$ cat config.mk
export PLATFORM = sky130hd
export DESIGN_NAME = trigger_burst_gen
export DESIGN_NICKNAME = d
export VERILOG_FILES = /design/src/rtl/trigger_burst_gen_pkg.sv /design/src/rtl/trigger_burst_gen_sat_counter.sv /design/src/rtl/trigger_burst_gen.sv
export SDC_FILE = /design/constraint.sdc
export NUM_CORES = 1
export LEC_CHECK = 0
export CAP_MARGIN = 20
export CORE_ASPECT_RATIO = 1.4
export CORE_MARGIN = 2
export CORE_UTILIZATION = 48
export DETAILED_ROUTE_END_ITERATION = 7
export MAX_ROUTING_LAYER = met4
export PLACE_DENSITY = 0.88
export SLEW_MARGIN = 10
export SYNTH_ARGS = -nofsm -noshare
export SYNTH_HDL_FRONTEND = slang
export SYNTH_SLANG_ARGS = --single-unit
$ cat constraint.sdc
create_clock -name ipClk -period 2.6 [get_ports ipClk]
set_input_delay 0.52 -clock ipClk [delete_from_list [all_inputs] [get_ports ipClk]]
set_output_delay 0.52 -clock ipClk [all_outputs]
set_load 0.1 [all_outputs]
$ cat src/rtl/trigger_burst_gen_pkg.sv
// Shared definitions for the trigger burst generator: FSM state encoding
// and default counter widths.
package trigger_burst_gen_pkg;

   localparam int COUNT_WIDTH_DEF = 32;
   localparam int BURST_WIDTH_DEF = 16;

   typedef enum logic [1:0] {
      IDLE  = 2'd0,
      DELAY = 2'd1,
      HIGH  = 2'd2,
      LOW   = 2'd3
   } state_t;

endpackage

$ cat src/rtl/trigger_burst_gen_sat_counter.sv
// Saturating up-counter with synchronous clear. Holds at all-ones once
// reached; clear has priority over increment.
module trigger_burst_gen_sat_counter #(
   parameter int WIDTH = 16
) (
   input  logic             clk,
   input  logic             clear,
   input  logic             inc,
   output logic [WIDTH-1:0] count
);

   // Count events, sticking at the maximum value.
   always_ff @(posedge clk) begin
      if (clear) begin
         count <= '0;
      end else if (inc && (count != '1)) begin
         count <= count + 1'b1;
      end
   end

endmodule

$ cat src/rtl/trigger_burst_gen.sv
// Trigger-to-burst generator. Each accepted trigger starts a programmable
// delay followed by N pulses of programmable high width and low gap.
// Triggers that arrive while a burst is running are counted as overruns.
module trigger_burst_gen
   import trigger_burst_gen_pkg::*;
#(
   parameter int COUNT_WIDTH = COUNT_WIDTH_DEF,
   parameter int BURST_WIDTH = BURST_WIDTH_DEF
) (
   input  logic                   ipClk,
   input  logic                   ipReset,
   input  logic                   ipTrigger,
   input  logic                   ipEnable,
   input  logic [COUNT_WIDTH-1:0] ipDelay,
   input  logic [COUNT_WIDTH-1:0] ipWidth,
   input  logic [COUNT_WIDTH-1:0] ipGap,
   input  logic [BURST_WIDTH-1:0] ipCount,
   output logic                   opPulse,
   output logic                   opBusy,
   output logic                   opDone,
   output logic [BURST_WIDTH-1:0] opOverrun
);

   localparam logic [COUNT_WIDTH-1:0] CNT_ONE   = COUNT_WIDTH'(1);
   localparam logic [BURST_WIDTH-1:0] BURST_ONE = BURST_WIDTH'(1);

   logic                   rst;
   state_t                 state;
   state_t                 state_next;
   logic [COUNT_WIDTH-1:0] phase_cnt;
   logic [COUNT_WIDTH-1:0] width_q;
   logic [COUNT_WIDTH-1:0] gap_q;
   logic [BURST_WIDTH-1:0] pulse_cnt;
   logic                   done_q;
   logic                   accept;
   logic                   phase_last;
   logic                   last_pulse;
   logic                   overrun_inc;
   logic [BURST_WIDTH-1:0] overrun_count;

   // A trigger starts a burst only when enabled and the burst is non-empty.
   assign accept      = ipTrigger && ipEnable && (ipWidth != '0) && (ipCount != '0);
   assign phase_last  = (phase_cnt == CNT_ONE);
   assign last_pulse  = (pulse_cnt == BURST_ONE);
   assign overrun_inc = ipTrigger && (state != IDLE);

   // Register the external reset once; the registered copy drives all logic.
   always_ff @(posedge ipClk) begin
      rst <= ipReset;
   end

   // State register.
   always_ff @(posedge ipClk) begin
      if (rst) begin
         state <= IDLE;
      end else begin
         state <= state_next;
      end
   end

   // Next-state decode: each timed phase ends when its counter reaches 1.
   always_comb begin
      state_next = state;
      case (state)
         IDLE: begin
            if (accept) begin
               state_next = (ipDelay != '0) ? DELAY : HIGH;
            end
         end
         DELAY: begin
            if (phase_last) begin
               state_next = HIGH;
            end
         end
         HIGH: begin
            if (phase_last) begin
               state_next = last_pulse ? IDLE : LOW;
            end
         end
         LOW: begin
            if (phase_last) begin
               state_next = HIGH;
            end
         end
         default: state_next = IDLE;
      endcase
   end

   // Phase and pulse counters plus latched burst shape; the shape is captured
   // at accept so later input changes cannot disturb a running burst.
   always_ff @(posedge ipClk) begin
      if (rst) begin
         phase_cnt <= '0;
         pulse_cnt <= '0;
         width_q   <= '0;
         gap_q     <= '0;
         done_q    <= 1'b0;
      end else begin
         done_q <= 1'b0;
         case (state)
            IDLE: begin
               if (accept) begin
                  width_q   <= ipWidth;
                  gap_q     <= (ipGap == '0) ? CNT_ONE : ipGap;
                  pulse_cnt <= ipCount;
                  phase_cnt <= (ipDelay != '0) ? ipDelay : ipWidth;
               end
            end
            DELAY: begin
               if (phase_last) begin
                  phase_cnt <= width_q;
               end else begin
                  phase_cnt <= phase_cnt - CNT_ONE;
               end
            end
            HIGH: begin
               if (phase_last) begin
                  pulse_cnt <= pulse_cnt - BURST_ONE;
                  if (last_pulse) begin
                     phase_cnt <= '0;
                     done_q    <= 1'b1;
                  end else begin
                     phase_cnt <= gap_q;
                  end
               end else begin
                  phase_cnt <= phase_cnt - CNT_ONE;
               end
            end
            LOW: begin
               if (phase_last) begin
                  phase_cnt <= width_q;
               end else begin
                  phase_cnt <= phase_cnt - CNT_ONE;
               end
            end
            default: phase_cnt <= '0;
         endcase
      end
   end

   trigger_burst_gen_sat_counter #(
      .WIDTH (BURST_WIDTH)
   ) u_overrun (
      .clk   (ipClk),
      .clear (rst),
      .inc   (overrun_inc),
      .count (overrun_count)
   );

   // Outputs decode from registers only; the registered reset forces them
   // low from the first cycle it is seen, so a mid-burst reset emits no done.
   always_comb begin
      opPulse   = (state == HIGH) && !rst;
      opBusy    = (state != IDLE) && !rst;
      opDone    = done_q && !rst;
      opOverrun = rst ? '0 : overrun_count;
   end

endmodule

After elaboration in Yosys (flattened, before gate mapping)
Cells that the tools add are included.
{"block": "word_totals", "elab_cells": 61, "regBits": 132, "output_inout_bits": 19, "input_bits": 116}
{"block": "op_classes", "n_bitwise": 2, "n_mux": 18, "addsub": 3, "n_reduce_logical": 21, "n_eq_ne": 9}
{"cell": "32-bit two-way mux", "n": 6}
{"cell": "32-bit case mux with 3 select lines", "n": 1}
{"cell": "32-bit nonzero test", "n": 2}
{"cell": "16-bit two-way mux", "n": 3}
{"cell": "32-bit by 1-bit equality test with 1-bit output (second input constant)", "n": 1}
{"cell": "32-bit logical NOT", "n": 1}
{"cell": "16-bit case mux with 2 select lines", "n": 1}
{"cell": "32-bit by 1-bit subtractor with 32-bit output (second input constant)", "n": 1}
{"cell": "16-bit by 1-bit adder with 16-bit output (second input constant)", "n": 1}
{"cell": "16-bit by 1-bit equality test with 1-bit output (second input constant)", "n": 1}
{"cell": "16-bit != test (second input constant)", "n": 1}
{"cell": "16-bit nonzero test", "n": 1}
{"cell": "16-bit by 1-bit subtractor with 16-bit output (second input constant)", "n": 1}
{"cell": "2-bit two-way mux", "n": 5}
{"cell": "1-bit logical AND", "n": 8}
{"cell": "2-bit case mux with 3 select lines", "n": 1}
{"cell": "3-bit AND reduction", "n": 2}
{"cell": "2-bit equality test (second input constant)", "n": 2}
{"cell": "2-bit != test (second input constant)", "n": 2}
{"cell": "2-bit nonzero test", "n": 2}
{"cell": "3-bit OR reduction", "n": 1}
{"cell": "2-bit by 1-bit equality test with 1-bit output (second input constant)", "n": 1}
{"cell": "2-bit logical NOT", "n": 1}
{"cell": "2-bit by 1-bit != test with 1-bit output (second input constant)", "n": 1}
{"cell": "5 further kinds", "n": 6}

Longest topological paths before layout
Gate-level depths: netlist of the first run.
{"block": "depth", "ltp_word": 5, "depth_mapped": 10, "depth_no_buf": 8}

Hierarchy
From an unflattened synthesis of the first run, not the netlist that was laid out.
{"block": "hier_totals", "cells_unflattened": 928, "hier_area_um2": 7601.0}
{"module": "trigger_burst_gen", "instances": 1, "seq_area_each_um2": 2322.2, "area_per_inst_um2": 6752.7, "cells_per_inst": 829}
{"module": "trigger_burst_gen_sat_counter", "instances": 1, "seq_area_each_um2": 320.3, "area_per_inst_um2": 848.3, "cells_per_inst": 99}

Worst setup path after synthesis of the first run
No wires, ideal clock.
{"block": "synth_path", "kind": "register to output", "from": "register state[0]", "to": "output opPulse", "path_slack_ns": -0.300, "t_arrival_ns": 2.380, "n_path_buf": 3, "required_time_ns": 2.080, "stages_incl_launch_ff": 6, "cell_sequence": "dfxtp_1 > clkbuf_1 > nand2b_1 > clkbuf_1 > buf_1 > nor2_1"}
{"block": "synth_between", "elab_chain_cells": 2}
{"item": "start: declaration", "line": "trigger_burst_gen.sv:28", "source": "state_t state;"}
{"item": "start signal: assignment", "line": "trigger_burst_gen.sv:57", "source": "state <= state_next;"}
{"item": "2-bit equality test", "line": "trigger_burst_gen.sv:153", "source": "opPulse = (state == HIGH) && !rst;"}
{"item": "1-bit logical AND", "line": "trigger_burst_gen.sv:153"}
{"item": "end: declaration", "line": "trigger_burst_gen.sv:18", "source": "output logic opPulse,"}
Every way passes these cells.

Final worst setup path of the first run
{"block": "layout_path", "from": "input ipWidth[0]", "to": "register pulse_cnt[1]"}
{"block": "layout_between", "elab_chain_cells": 5}
{"item": "start: declaration", "line": "trigger_burst_gen.sv:15", "source": "input logic [COUNT_WIDTH-1:0] ipWidth,"}
{"item": "32-bit nonzero test", "line": "trigger_burst_gen.sv:42", "source": "assign accept = ipTrigger && ipEnable && (ipWidth != '0) && (ipCount != '0);"}
{"item": "1-bit logical AND (2 in series)", "line": "trigger_burst_gen.sv:42"}
{"item": "2-bit != test (no line)"}
{"item": "3-bit AND reduction (no line)"}
{"item": "end signal: assignment", "line": "trigger_burst_gen.sv:105", "source": "pulse_cnt <= ipCount;"}
{"item": "end signal: assignment", "line": "trigger_burst_gen.sv:118", "source": "pulse_cnt <= pulse_cnt - BURST_ONE;"}
{"item": "end: declaration", "line": "trigger_burst_gen.sv:33", "source": "logic [BURST_WIDTH-1:0] pulse_cnt;"}
Every way passes these cells.
A chain may end at the register's enable or synchronous reset.

==> out/results.txt, run 1 <==
The overall die area was 0.0164 sq mm. The checks that failed: design-rule violations. The tree is rooted in a clkbuf_16.

Compared with the post-synthesis result, the final layout area differs by 38.6%. The normalized max-slew margin came out at 55.3%. The run finished, with violations left. After the last flow step, the layout net total stands at 1226. The run gives 1037 as the number of nets produced by synthesis.

Leading cell type in the layout, fill and taps excluded: nor2_1. The detailed router placed 8195 vias in this run. The share of synthesized flip-flops with an asynchronous set or reset came out at 0%. Data arrives at the worst endpoint at 2.86 ns. The switching fraction of total power works out to 31.6%.

Setup repair after global routing left no endpoint under its margin. The total internal power came out at 4220 uW. The clock arrives with 0.00804 ns of skew.

Smallest setup slack after layout: 0.0441 ns. The power density relative to cell area works out to 603 mW/mm^2. The first global-routing pass estimated 39900 microns of wire.

Number of different library cells in the post-synthesis netlist: 69. The post-detailed-placement half-perimeter wirelength was 18100 microns. The per-cell via count in the routed design is 6.25. Setup violations remaining at the end of the flow were counted as 0. Number of I/O pins: 135.

The tools report the final-layout fill cell count as 1089. In this run, synthesis produced a sequential element count of 132. For the final routed database, the setup TNS stands at 0 ns. The worst vdd rail ir drop came out at 0.000435 V.

The analysis attributes to cell leakage a power of 0.00425 uW. In this run the critical register-to-register path is launched from phase_cnt[1]. Number of instances in the synthesized netlist: 916. The final hold slack came out at 0.491 ns.

The number of warnings printed during yosys synthesis came out at 0. The count of standard-cell rows came out at 53. The worst hold path begins at pulse_cnt[6]. After detailed routing, the number of remaining DRC violations is 4. The share of total power dissipated in sequential elements is 37.9%. Type of destination of the critical path: a flip-flop. The run gives 24.2% as the combinational share of power.

The overall die width was 109 microns; the number of enable-type register cells in the synthesized netlist was 0. The synthesized area per cell is 8.06 sq um, and the number of clock buffers inserted by TritonCTS is 17. From bottom edge to top edge, the die measures 151 microns. The path with the worst hold slack has its endpoint at pulse_cnt[6]. The worst hold path class is reg2reg. Broken down by cell family, the worst path's largest delay share belongs to buffers and inverters. Remaining antenna violation count: 0.

The tools report the initial antenna violation count as 1. The number of detailed-route iterations in the first pass is 8. In the synthesized netlist the dominant register cell turns out to be dfxtp_1. For the pin with the worst max-slew slack, the measured transition is 0.671 ns.

The number of buffers added to fix hold violations after cts was 0; the slack of the worst reg-to-reg path was 0.08 ns. The initial utilization of the core area, before any placement, comes to 49.0%. The tools report the minimum setup slack after placement as -0.353 ns. Path type of the worst setup path: in2reg. Measured in cells, the most critical reg-to-reg path has a length of 9. In this run the tool buffered the top-level ports with 134 buffer cells. The insertion delay of the later-clocked pin in the worst-skew pair is 0.42 ns. The total number of clock tree sinks was 132.

Minimum clock period after layout: 2.56 ns. For the number of failing hold endpoints at the final stage, the log shows 0. The critical path's slowest cell was clkdlybuf4s50_1. STA classifies the critical path startpoint as an input port. The peak per-stage delay on the critical path is 0.51 ns, and the depth of the CTS H-tree is 4. For the total of max-cap violations, the log shows 0. The overall track demand over capacity in global routing was 31.9%. The final critical path takes up 98.3% of the cycle. The library cells used most frequently in the layout, excluding fill and tap cells, are 141 x nor2_1, 130 x dfxtp_1, 115 x clkdlybuf4s50_1. The run gives 35.8% as the fraction of the yosys area taken by sequential cells. The count of buffering cells on the critical path with inverters included is 3, and the total detailed-routing wirelength is 25600 microns. Instance count along the most critical hold path: 2. Cells with a size suffix above 1 make up 17.1% of the layout. The completed layout was analyzed and its total power is 6170 uW. Summed over all layers, the global routing overflow is 0. The clock transition at the registers of the reported paths is 0.06 ns. The total area inside the core boundary comes to 0.0151 sq mm. Summed over all nets, the switching power comes to 1950 uW. The largest net degree at the start of global routing was 92. Routability-driven placement finished with a final weighted congestion of 1.04.

The routed length per placed instance is 19.5 microns. Timing would allow up to 391 MHz. Along the worst path, the maximum fanout reaches 15. In this run the cell area of the synthesized design comes to 0.00738 sq mm. STA puts the critical path data required time at 2.91 ns. The clock group share of total power is 37.9%. The clock tree buffer depth was 2; the number of DRC violations after detailed-routing iteration 0 was 975.

The run gives 0 as the total count of max-transition violations in the final report. TritonCTS built the clock tree. The via count of the first global-routing pass came out at 7757. Traced cell by cell, the critical path runs through clkdlybuf4s50_1, nor4_4, nand4_1, buf_4, o2111ai_4, a21boi_1, buf_4, a211oi_1, a211oi_1. The endpoint identified for the worst register-to-register timing path is phase_cnt[25].
layout make-up:
type	instances	area, sq um	area share (%)
Timing Repair Buffer	235	2200	21.5
Clock inverter	14	143	1.39
Multi-Input combinational cell	706	4520	44.2
Tap cell	192	240	2.35
Inverter	13	48.8	0.477
Sequential cell	132	2650	25.9
Antenna cell	1	2.50	0.0245
Clock buffer	18	429	4.19
cells by family (layout without fill, tap and decap cells):
| logic type | count (synthesis) | count (layout) | synth area share (%) |
|---|---|---|---|
| compound gates | 228 | 228 | 21.3 |
| xor+xnor | 39 | 39 | 4.63 |
| fa+ha+maj | 5 | 5 | 0.848 |
| buf+inv | 78 | 280 | 4.31 |
| flops | 132 | 132 | 35.8 |
| mux | 56 | 56 | 7.59 |
| other cells | 0 | 1 | 0 |
| simple gates | 378 | 378 | 25.5 |
layer usage:
metal	routed length [microns]	vias up	track usage, %
li1	-	3755	-
met1	9730	3837	40.0
met2	12400	501	49.9
met3	2390	102	5.06
met4	1060	0	15.5
met5	0	-	-
worst min-delay path: stages (launching register included):
cell and delay (ns):
dfxtp_1 0.31, o21ai_0 0.07, a21oi_1 0.06
sequential cells by signal, indices dropped and copies added, names as in the netlist:
register and flops:
gap_q 32, phase_cnt 32, width_q 32, pulse_cnt 16, u_overrun.count 16, state 2
done_q 1, rst 1
worst max path at each step:
stage	start	to	slack, ns	depth (start not counted)
floorplan	rst	opOverrun[10]	0.11	3
finish	ipWidth[0]	pulse_cnt[1]	0.04	9
CTS	phase_cnt[1]	phase_cnt[3]	0.03	10
detailed placement	ipWidth[0]	pulse_cnt[1]	-0.35	9
global route	phase_cnt[1]	phase_cnt[25]	0.003	9
global placement	ipWidth[31]	pulse_cnt[1]	-0.18	9
Yosys cell counts (13+ instances only):
library cell | instances | area (sq um)
a21oi_1 | 52 | 260
xor2_1 | 26 | 228
nor3_1 | 32 | 160
a221o_1 | 18 | 180
a21o_1 | 19 | 143
clkbuf_1 | 52 | 195
nand4_1 | 18 | 113
nor4_1 | 38 | 238
inv_1 | 13 | 48.8
mux2i_1 | 56 | 561
nor2b_1 | 20 | 125
o21ai_0 | 52 | 260
dfxtp_1 | 132 | 2640
nor2_1 | 146 | 548
nand2_1 | 58 | 218
nand3_1 | 14 | 70.1
xnor2_1 | 13 | 114
a211oi_1 | 24 | 180
power by group through the flow:
stage                     combinational (uW)  sequential [uW]  clock, uW
after floorplan                          817             2300          0
after global placement                  1370             2350          0
after detailed placement                1400             2360          0
after CTS                               1430             2320       2350
after global routing                    1590             2350       2440
final                                   1490             2340       2340
metrics by stage:
stage	util (%)	std cells	instance area, sq um
global placement	63.3	1273	9530
floorplan	-	916	7390
finish	68.0	1311	10200
CTS	67.5	1310	10200
detailed placement	63.3	1273	9530
global route	68.0	1311	10200
repair_timing:
action,CTS,global route
endpoints found under the setup margin,3,54
gates resized for setup,2,13
setup buffers,5,0
pin swaps,1,1
(Power assumes the default switching activity.)
==> run 2: changes to the inputs <==
==> constraint.sdc (replaced) <==
create_clock -name ipClk -period 2.6 [get_ports ipClk]
set_input_delay 0.78 -clock ipClk [delete_from_list [all_inputs] [get_ports ipClk]]
set_output_delay 0.78 -clock ipClk [all_outputs]
set_load 0.1 [all_outputs]
==> out/results.txt, run 2 (synthesized netlist as in run 1, its figures left out) <==
Worst endpoint data arrival time: 3.37 ns (was 2.86 ns). The count of buffers from port buffering is 134 (unchanged). The clock transition at the registers of the reported paths was 0.07 ns (was 0.06 ns). Clock tree root buffer cell: clkbuf_16 (unchanged). The tools report the via count of the first global-routing pass as 8450 (was 7757).

The logs give 45000 microns (was 39900 microns) for the first-pass GRT wire length and 0.00265 sq mm (about the same) for the sequential standard cell area. The type of destination of the critical path is a flip-flop (unchanged). The tools report the routability congestion estimate from global placement as 0.995 (was 1.04).

The count of standard-cell rows is 53 (unchanged). The remaining antenna violation count was 0 (unchanged). The insertion delay of the later-clocked pin in the worst-skew pair came out at 0.43 ns (was 0.42 ns). The power consumption was 6650 uW (was 6170 uW); the fraction of layout instances using a drive strength above 1 was 23.7% (was 17.1%). The run gives 4 (unchanged) as the depth of the CTS H-tree. The combinational share of power is 26.8% (was 24.2%). The y dimension of the die is 151 microns (unchanged). The worst hold path class is reg2reg (unchanged). The number of remaining DRC errors was 121 (was 4); the number of endpoints failing setup at the final stage was 77 (was 0). The critical path's slowest cell is nor4_1 (was clkdlybuf4s50_1). The flow ran to the end, but the final reports show violations. The final-layout fill cell count is 820 (was 1089). Initial antenna violation count: 2 (was 1). Core outline area: 0.0151 sq mm (unchanged).

Sequence of cells on the critical path: clkdlybuf4s50_1, nor4_1, nand4_1, buf_4, nor2_2, buf_4, a31oi_1, a31oi_1, o22a_1 (was clkdlybuf4s50_1, nor4_4, nand4_1, buf_4, o2111ai_4, a21boi_1, buf_4, a211oi_1, a211oi_1). Switching fraction of total power: 33.1% (was 31.6%). The maximum clock skew at final layout came out at 0.0135 ns (was 0.00804 ns). The leading cell type in the layout, fill and taps excluded is nor2_1 (unchanged).

The worst vdd rail ir drop came out at 0.000646 V (was 0.000435 V). The clock tree buffer depth is 2 (unchanged), and the number of detailed-route iterations in the first pass is 8 (unchanged). The measured slew at the worst slew-check pin is 0.909 ns (was 0.671 ns).

Peak per-stage delay on the critical path: 0.54 ns (was 0.51 ns). The largest net degree at the start of global routing was 85 (was 92). Top flop regs: gap_q x32, phase_cnt x32, width_q x32 (unchanged). The number of buffers added to fix hold violations after cts is 0 (unchanged). The total via count in the routed design is 9378 (was 8195).

The logs give 0 (unchanged) for the final global-route overflow total and 2.95 ns (was 2.91 ns) for the endpoint required time on the critical path. For the starting density of the core, the log shows 49.0% (unchanged). The overall track demand over capacity in global routing is 36.6% (was 31.9%).

The minimum setup slack after placement was -0.638 ns (was -0.353 ns); the number of clock buffers inserted by TritonCTS was 17 (unchanged). The slack of the worst reg-to-reg path is -0.13 ns (was 0.08 ns), and the smallest setup slack after layout is -0.418 ns (was 0.0441 ns). The routed length per placed instance is 24.3 microns (was 19.5 microns), and the largest driver fanout on the critical path is 8 (was 15).

The tools report the number of failing hold endpoints at the final stage as 0 (unchanged). The final-layout setup total negative slack was -10.02 ns (was 0 ns). Violated checks: design-rule violations, negative setup slack (was design-rule violations). Number of I/O pins: 135 (unchanged). The run gives 0 (unchanged) as the total count of max-transition violations in the final report. TritonCTS built the clock tree. The switching power is 2200 uW (was 1950 uW). The logs give 4450 uW (was 4220 uW) for the total internal power and 0.0164 sq mm (unchanged) for the overall die area. The sequential group share of total power was 35.2% (was 37.9%); the normalized max-slew margin was 39.4% (was 55.3%). The count of nets after finishing came out at 1287 (was 1226). The minimum clock period after layout came out at 3.02 ns (was 2.56 ns). Post-detailed-placement half-perimeter wirelength: 19200 microns (was 18100 microns). The area occupied by multi-input gates was 0.00473 sq mm (was 0.00452 sq mm); the power density relative to cell area was 588 mW/mm^2 (was 603 mW/mm^2). The tools report the leakage power figure as 0.00483 uW (was 0.00425 uW). The relative area change from synthesis to final layout was 53.4% (was 38.6%). The clock group share of total power was 38.0% (was 37.9%).

Type of origin of the critical path: an input port (unchanged). For the total detailed-routing wirelength, the log shows 33400 microns (was 25600 microns). The path type of the worst setup path is in2reg (unchanged). The per-cell via count in the routed design is 6.83 (was 6.25).

Setup repair after global routing could not meet its margin everywhere. The total number of clock tree sinks was 132 (unchanged). The fraction of the cycle the final worst path needs was 116% (was 98.3%). The run gives 0 (unchanged) as the total of max-cap violations. The overall die width came out at 109 microns (unchanged).

Commonest cells after routing, fill and taps aside: 142 x nor2_1, 139 x buf_4, 129 x dfxtp_1 (was 141 x nor2_1, 130 x dfxtp_1, 115 x clkdlybuf4s50_1). The highest clock frequency the design can meet was 331 MHz (was 391 MHz); the number of DRC violations after detailed-routing iteration 0 was 1694 (was 975).
run 2: cell types whose count changed in the layout (fill, tap and decap cells not counted), sizes merged:
| cell | delta |
|---|---|
| buf | +56 |
| dlymetal6s2s | +16 |
| diode | +1 |
| dlygate4sd2 | +8 |
| clkdlybuf4s50 | -24 |
| bufinv | +1 |
| clkinv | -1 |
| clkbuf | +4 |
| o21ai | +1 |
run 2: metal layers:
layer / share of wire, % / global-route usage (%)
met5: 0 / -
met4: 9.4 / 20.9
met3: 13 / 7.14
met2: 44 / 58.3
met1: 34 / 42.8
run 2: cell type report:
| class | instances | share of cell area [%] |
|---|---|---|
| Timing Repair Buffer | 295 | 26.8 |
| Clock buffer | 18 | 3.88 |
| Multi-Input combinational cell | 707 | 41.8 |
| Inverter | 13 | 0.431 |
| Tap cell | 192 | 2.12 |
| Clock inverter | 14 | 1.44 |
| Sequential cell | 132 | 23.4 |
| Antenna cell | 2 | 0.0442 |
run 2: worst paths after layout:
kind	start	to	cells after the start
worst min-delay path	pulse_cnt[6]	pulse_cnt[6]	2
worst max register to register	phase_cnt[1]	phase_cnt[4]	9
worst max-delay path	ipDelay[2]	phase_cnt[28]	9
worst min register to register	pulse_cnt[6]	pulse_cnt[6]	2
run 2: stage by stage:
step	area, sq um	hold WS, ns	instances	utilization (%)
after floorplan	7390	0.449	916	-
after global placement	10100	0.461	1317	67.2
after detailed placement	10100	0.471	1317	67.2
after CTS	10900	0.482	1356	72.4
after global routing	11300	0.509	1373	75.2
final	11300	0.481	1373	75.2
run 2: repair_timing:
| action | in CTS | in global routing |
|---|---|---|
| cloned | 1 | 6 |
| setup endpoints to repair | 110 | 113 |
| buffers inserted | 6 | 9 |
| pin swaps | 14 | 16 |
| gates resized for setup | 23 | 63 |
run 2: power groups by stage:
stage | Clock (uW) | Sequential (uW) | Combinational, uW
5_1_grt | 2600 | 2350 | 1840
3_5_place_dp | 0 | 2350 | 1490
6_report | 2530 | 2340 | 1780
2_1_floorplan | 0 | 2300 | 819
4_1_cts | 2490 | 2310 | 1550
3_3_place_gp | 0 | 2340 | 1460
run 2: critical path, delay by kind of cell:
kind	cells	cell delay, ns
and+or+nand+nor	3	1.00
buffers and inverters	3	0.91
AOI/OAI and AO/OA	3	0.69
